File: src/rtl/display_pkg.sv
// Shared types and constants for the 7-segment display path: FSM states,
// special digit codes and the double-dabble nibble adjust.
package display_pkg;

    typedef enum logic [1:0] {
        ST_IDLE  = 2'd0,
        ST_SHIFT = 2'd1,
        ST_DONE  = 2'd2
    } state_t;

    // The 7-seg decoders render MINUS_CODE as "-" and OVF_CODE as "E".
    localparam logic [3:0] MINUS_CODE = 4'hF;
    localparam logic [3:0] OVF_CODE   = 4'hE;
    localparam int         DISP_WIDTH = 16;
    localparam int         BCD_DIGITS = 5;
    localparam int         BCD_WIDTH  = 4 * BCD_DIGITS;

    function automatic logic [BCD_WIDTH-1:0] dabble_adjust(input logic [BCD_WIDTH-1:0] bcd);
        logic [BCD_WIDTH-1:0] res;
        res = bcd;
        for (int i = 0; i < BCD_DIGITS; i++) begin
            if (bcd[4*i +: 4] >= 4'd5) begin
                res[4*i +: 4] = bcd[4*i +: 4] + 4'd3;
            end else begin
                res[4*i +: 4] = bcd[4*i +: 4];
            end
        end
        return res;
    endfunction

endpackage

File: src/rtl/bcd_serial.sv
// Serial double-dabble core: one adjust-and-shift iteration per cycle after start.
// done is high during the final iteration, so bcd is complete on the following cycle.
module bcd_serial
    import display_pkg::*;
#(
    parameter int WIDTH       = DISP_WIDTH,
    parameter int CONV_CYCLES = DISP_WIDTH
) (
    input  logic                 clock,
    input  logic                 reset,
    input  logic                 start,
    input  logic [WIDTH-1:0]     magnitude,
    output logic                 done,
    output logic [BCD_WIDTH-1:0] bcd
);

    localparam int CNT_W = $clog2(CONV_CYCLES);

    logic [WIDTH-1:0]           mag_r;
    logic [BCD_WIDTH-1:0]       bcd_r;
    logic [CNT_W-1:0]           count_r;
    logic                       running_r;
    logic                       last_s;
    logic [BCD_WIDTH+WIDTH-1:0] shifted_s;

    // Next value of the {bcd, magnitude} shift register and last-iteration flag.
    always_comb begin
        shifted_s = {dabble_adjust(bcd_r), mag_r} << 1;
        last_s    = running_r && (count_r == CNT_W'(CONV_CYCLES - 1));
    end

    // Iteration state: load on start, shift while running, stop after the last count.
    always_ff @(posedge clock) begin
        if (reset) begin
            mag_r     <= '0;
            bcd_r     <= '0;
            count_r   <= '0;
            running_r <= 1'b0;
        end else if (start) begin
            mag_r     <= magnitude;
            bcd_r     <= '0;
            count_r   <= '0;
            running_r <= 1'b1;
        end else if (running_r) begin
            bcd_r     <= shifted_s[BCD_WIDTH+WIDTH-1:WIDTH];
            mag_r     <= shifted_s[WIDTH-1:0];
            count_r   <= count_r + CNT_W'(1);
            running_r <= !last_s;
        end else begin
            mag_r     <= mag_r;
            bcd_r     <= bcd_r;
            count_r   <= count_r;
            running_r <= running_r;
        end
    end

    assign done = last_s;
    assign bcd  = bcd_r;

endmodule

File: src/rtl/display_controller.sv
// Arbitrates OUT and IN-echo display requests round-robin, converts the granted
// two's-complement value to sign-plus-BCD and holds it in the display registers.
module display_controller
    import display_pkg::*;
#(
    parameter int WIDTH       = DISP_WIDTH,
    parameter int CONV_CYCLES = DISP_WIDTH
) (
    input  logic             clock,
    input  logic             reset,
    input  logic             out_req,
    input  logic [WIDTH-1:0] out_value,
    output logic             out_ack,
    input  logic             in_req,
    input  logic [WIDTH-1:0] in_value,
    output logic             in_ack,
    output logic             busy,
    output logic             update,
    output logic [3:0]       digit_th,
    output logic [3:0]       digit_h,
    output logic [3:0]       digit_t,
    output logic [3:0]       digit_o,
    output logic             neg,
    output logic             ovf
);

    state_t               state_r;
    state_t               next_s;
    logic                 sign_r;
    logic                 prefer_in_r;
    logic                 start_s;
    logic                 grant_in_s;
    logic [WIDTH-1:0]     sel_value_s;
    logic [WIDTH-1:0]     mag_s;
    logic                 conv_done_s;
    logic [BCD_WIDTH-1:0] bcd_s;
    logic [15:0]          digits_d_s;
    logic                 neg_d_s;
    logic                 ovf_d_s;
    logic [15:0]          digits_r;
    logic                 neg_r;
    logic                 ovf_r;

    bcd_serial #(
        .WIDTH       (WIDTH),
        .CONV_CYCLES (CONV_CYCLES)
    ) u_bcd (
        .clock     (clock),
        .reset     (reset),
        .start     (start_s),
        .magnitude (mag_s),
        .done      (conv_done_s),
        .bcd       (bcd_s)
    );

    // Next-state, grant and ack logic; acks are gated so none escapes during reset.
    always_comb begin
        next_s     = state_r;
        out_ack    = 1'b0;
        in_ack     = 1'b0;
        start_s    = 1'b0;
        grant_in_s = 1'b0;
        case (state_r)
            ST_IDLE: begin
                if (!reset && (out_req || in_req)) begin
                    grant_in_s = in_req && (!out_req || prefer_in_r);
                    if (grant_in_s) begin
                        in_ack = 1'b1;
                    end else begin
                        out_ack = 1'b1;
                    end
                    start_s = 1'b1;
                    next_s  = ST_SHIFT;
                end else begin
                    next_s = ST_IDLE;
                end
            end
            ST_SHIFT: begin
                if (conv_done_s) begin
                    next_s = ST_DONE;
                end else begin
                    next_s = ST_SHIFT;
                end
            end
            ST_DONE: next_s = ST_IDLE;
            default: next_s = ST_IDLE;
        endcase
    end

    // Magnitude of the granted value; -32768 wraps to 16'h8000 which is its true magnitude.
    always_comb begin
        sel_value_s = grant_in_s ? in_value : out_value;
        if (sel_value_s[WIDTH-1]) begin
            mag_s = (~sel_value_s) + {{(WIDTH-1){1'b0}}, 1'b1};
        end else begin
            mag_s = sel_value_s;
        end
    end

    // Format the finished BCD into four display digits with sign/overflow handling.
    always_comb begin
        if (!sign_r && (bcd_s[19:16] == 4'd0)) begin
            digits_d_s = bcd_s[15:0];
            neg_d_s    = 1'b0;
            ovf_d_s    = 1'b0;
        end else if (sign_r && (bcd_s[19:12] == 8'd0)) begin
            digits_d_s = {MINUS_CODE, bcd_s[11:0]};
            neg_d_s    = 1'b1;
            ovf_d_s    = 1'b0;
        end else begin
            digits_d_s = {OVF_CODE, OVF_CODE, OVF_CODE, OVF_CODE};
            neg_d_s    = sign_r;
            ovf_d_s    = 1'b1;
        end
    end

    // State, arbitration pointer, latched sign and display registers.
    always_ff @(posedge clock) begin
        if (reset) begin
            state_r     <= ST_IDLE;
            sign_r      <= 1'b0;
            prefer_in_r <= 1'b0;
            digits_r    <= 16'h0000;
            neg_r       <= 1'b0;
            ovf_r       <= 1'b0;
        end else begin
            state_r <= next_s;
            if (start_s) begin
                sign_r      <= sel_value_s[WIDTH-1];
                prefer_in_r <= !grant_in_s;
            end else begin
                sign_r      <= sign_r;
                prefer_in_r <= prefer_in_r;
            end
            if (state_r == ST_DONE) begin
                digits_r <= digits_d_s;
                neg_r    <= neg_d_s;
                ovf_r    <= ovf_d_s;
            end else begin
                digits_r <= digits_r;
                neg_r    <= neg_r;
                ovf_r    <= ovf_r;
            end
        end
    end

    assign busy     = (state_r != ST_IDLE);
    assign update   = (state_r == ST_DONE);
    assign digit_th = digits_r[15:12];
    assign digit_h  = digits_r[11:8];
    assign digit_t  = digits_r[7:4];
    assign digit_o  = digits_r[3:0];
    assign neg      = neg_r;
    assign ovf      = ovf_r;

endmodule

File: config.mk
export PLATFORM = sky130hd
export DESIGN_NAME = display_controller
export DESIGN_NICKNAME = d
export VERILOG_FILES = /design/src/rtl/display_pkg.sv /design/src/rtl/bcd_serial.sv /design/src/rtl/display_controller.sv
export SDC_FILE = /design/constraint.sdc
export NUM_CORES = 1
export LEC_CHECK = 0
export CORE_MARGIN = 5
export CORE_UTILIZATION = 39
export DETAILED_ROUTE_END_ITERATION = 7
export GPL_TIMING_DRIVEN = 0
export HOLD_SLACK_MARGIN = 0.12
export PLACE_DENSITY = 0.72
export SLEW_MARGIN = 15
export SYNTH_ARGS = -nofsm -noshare
export SYNTH_HDL_FRONTEND = slang
export SYNTH_SLANG_ARGS = --single-unit
File: constraint.sdc
create_clock -name clock -period 3 [get_ports clock]
set_input_delay 0.75 -clock clock [delete_from_list [all_inputs] [get_ports clock]]
set_output_delay 0.75 -clock clock [all_outputs]
set_load 0.03 [all_outputs]
==> results.md <==
* WS Path Type: reg -> out
* Drt first pass iters at 5
* Post-synth EDFFs at 0
* # port buffers at 55
* Core area at 9150 sq um
* RePlAce Congestion at 0.882
* Wirelength per Cell at 15.1 microns
* Setup Skew at 5.76 ps
* Hold_buf cts at 0
* Area Growth Syn to Fin at 24.7%
* Max-slew violations at 0
* CP arrival at 2070 ps
* Die width at 106 microns
* Antenna violations before repair at 0
* Clock Latency Late Sink at 340 ps
* Mapped Nets at 492
* Crit path required time at 2250 ps
* Synth Instances at 442
* Ys flop type: dfxtp_1
* FF+latch count, synth at 63
* Final antenna-violating net count at 0
* Max cap viols at 0
* CP max FO at 15
* Max Root-Sink Buffers at 2
* Final Hold Fails at 0
* Via count at 3413
* Multi-input gate area at 2200 sq um
* Actual slew at the worst max-slew pin at 676 ps
* Number of remaining DRC errors at 0
* Clock root buffer master: clkbuf_8
* Clock slew at reported path FFs at 60 ps
* Slowest stage delay, CP at 670 ps
* Slew headroom at 0.549
* Period utilization at 0.940
* Slowest cell on the critical path: clkdlybuf4s50_1
* Nets@finish at 557
* RSZ-0062 raised after global routing: no
* Initial core utilization at 0.395
* CTS buffer count at 9
* # H-tree levels at 3
* Die area at 11300 sq um
* Overflow after GRT at 0
* R2R Setup Slk at 550 ps
* Share of cells above drive strength 1 at 0.0804
* First-pass GRT wire length at 15600 microns
* Worst vdd ir at 0.199 mV
* Reg area at 1260 sq um
* Die H at 106 microns
* Total global-route track usage at 0.170
* Register area share after synthesis at 0.349
* Post-Layout Cell Count at 621
* Yosys top cell area share at 0.349
* Vias in the first global route at 3313
* Post-detail-place hpwl at 7130 microns
* Max Freq at 0.354 GHz
* CTS tree: done
* Mapped Area at 3610 sq um
* Post-synth ARST share at 0
* Synth area leaders: dfxtp_1 35%, mux2i_1 8.3%, nor2_1 7.7%
* Post-DP Area at 4300 sq um
* Io pins at 58
* DR iter-0 viols at 155
* # setup viols final at 0
* Ys Warns at 0
* Fin Hold WS at 462 ps
* Via density at 5.50
* Number of fillers in the final layout at 900
* Distinct cells, synth at 59
* Status: finished, final reports clean
* Leakage at 0.00170 uW
* Worst Setup End Kind: output port
* Inserted Diodes at 0
* Largest net degree at the start of global routing at 16
* Power Density at 437 nW/um^2
* Rows at 35
* Minimum clock period at 2820 ps
* Synth area leader: dfxtp_1
* CTS sink count at 63
* Cell area after layout at 4510 sq um
* Routed WL at 9380 microns
* Inst Count DP at 608
* Critical Path Start Type: flop
* CP Cell Sequence: nand2b_2 -> clkinvlp_4 -> clkdlybuf4s50_1
* Synthesized area per cell at 8.18 sq um
* Worst hold path class: reg -> reg
[power by group]
group | internal (uW) | total [uW] | switching [uW]
logic | 171 | 391 | 220
registers | 876 | 900 | 24.3
clock network | 382 | 681 | 299
total | 1430 | 1970 | 544
[per-layer routing]
metal  up-vias  share of wire  track usage
met3        18          0.065       0.0437
li1       1695              -            -
met2       113           0.47        0.289
met1      1587           0.44        0.205
met5         -              0            0
met4         0          0.021       0.0648
[worst max-delay path, delay by kind of cell (launching register included)]
family                 cells  cell delay [ps]
buffers and inverters      2              980
flip-flops                 1              420
AND/OR/NAND/NOR            1              320
[Yosys cell counts (3+ instances only)]
cell,count
inv_1,16
buf_2,3
nand2_1,24
a21oi_1,31
o22ai_1,6
nor3_1,22
o21ai_0,15
ha_1,14
nand3_1,15
nor2_1,74
dfxtp_1,63
clkbuf_1,10
xor2_1,13
buf_1,4
nand2b_1,9
nor2b_1,4
and3_1,4
a211oi_1,14
nor4_1,7
xnor2_1,9
mux2i_1,30
or3_1,3
a22oi_1,4
buf_6,3
nand4_1,5
[cell usage in the layout (no fill, tap or decap), types with 2 or more instances in the layout]
master and instances:
a211oi_1 14, a21oi_1 31, a22oi_1 4, and3_1 4, buf_1 3, buf_2 3, buf_4 2, buf_6 3
clkbuf_1 11, clkbuf_8 13, clkdlybuf4s50_1 52, dfxtp_1 63, ha_1 13, inv_1 15, mux2_1 2, mux2i_1 29
nand2_1 24, nand2b_1 7, nand3_1 15, nand4_1 5, nor2_1 74, nor2b_1 4, nor3_1 22, nor4_1 7
o211ai_1 2, o21ai_0 15, o21ai_1 2, o22ai_1 6, o31ai_1 2, or2_2 2, or3_1 3, xnor2_1 9
xor2_1 13
[layout make-up]
| cell class | instances | area share |
|---|---|---|
| multi-input combinational | 340 | 0.487 |
| sequential | 63 | 0.280 |
| timing repair buffer | 55 | 0.122 |
| clock buffer | 14 | 0.0405 |
| tap | 111 | 0.0308 |
| buffer | 21 | 0.0244 |
| inverter | 17 | 0.0150 |
[registers in the layout (all words and copies together), names as in the netlist]
| signal | flops |
|---|---|
| digits_r | 16 |
| neg | 1 |
| prefer_in_r | 1 |
| sign_r | 1 |
| u_bcd.bcd | 20 |
| u_bcd.count_r | 4 |
| state_r | 2 |
| u_bcd.running_r | 1 |
| u_bcd.mag_r | 16 |
| ovf | 1 |
[cell families after synthesis]
family          after synthesis  share of synthesized area
buf+inv                      39                     0.0491
mux                          34                     0.0986
xor+xnor                     22                     0.0533
fa+ha+maj                    14                     0.0485
simple gates                182                      0.248
compound gates               88                      0.154
flops                        63                      0.349
[through the flow]
step / setup TNS [ps] / setup slack, ps / util / total power, uW
floorplan: 0 / 327 / - / 1160
global placement: -2070 / -540 / 0.470 / 1300
detailed placement: -2390 / -507 / 0.470 / 1300
CTS: 0 / 66.2 / 0.492 / 1980
global route: 0 / 81.7 / 0.493 / 2070
finish: 0 / 179 / 0.493 / 1970
[repair_timing]
item,in CTS,in global routing
endpoints found under the setup margin,4,3
hold endpoints to repair,0,0
gates resized for setup,13,3
setup buffers,0,0
[worst paths after layout]
| check | from | endpoint | depth (start not counted) |
|---|---|---|---|
| setup / recovery | state_r[0]$_SDFF_PP0_ | update | 3 |
| hold / removal | neg$_SDFFE_PP0P_ | neg$_SDFFE_PP0P_ | 2 |
| setup reg to reg | state_r[1]$_SDFF_PP0_ | u_bcd.mag_r[12]$_SDFFE_PP0P_ | 10 |
| hold reg to reg | neg$_SDFFE_PP0P_ | neg$_SDFFE_PP0P_ | 2 |
(Power assumes the default switching activity.)
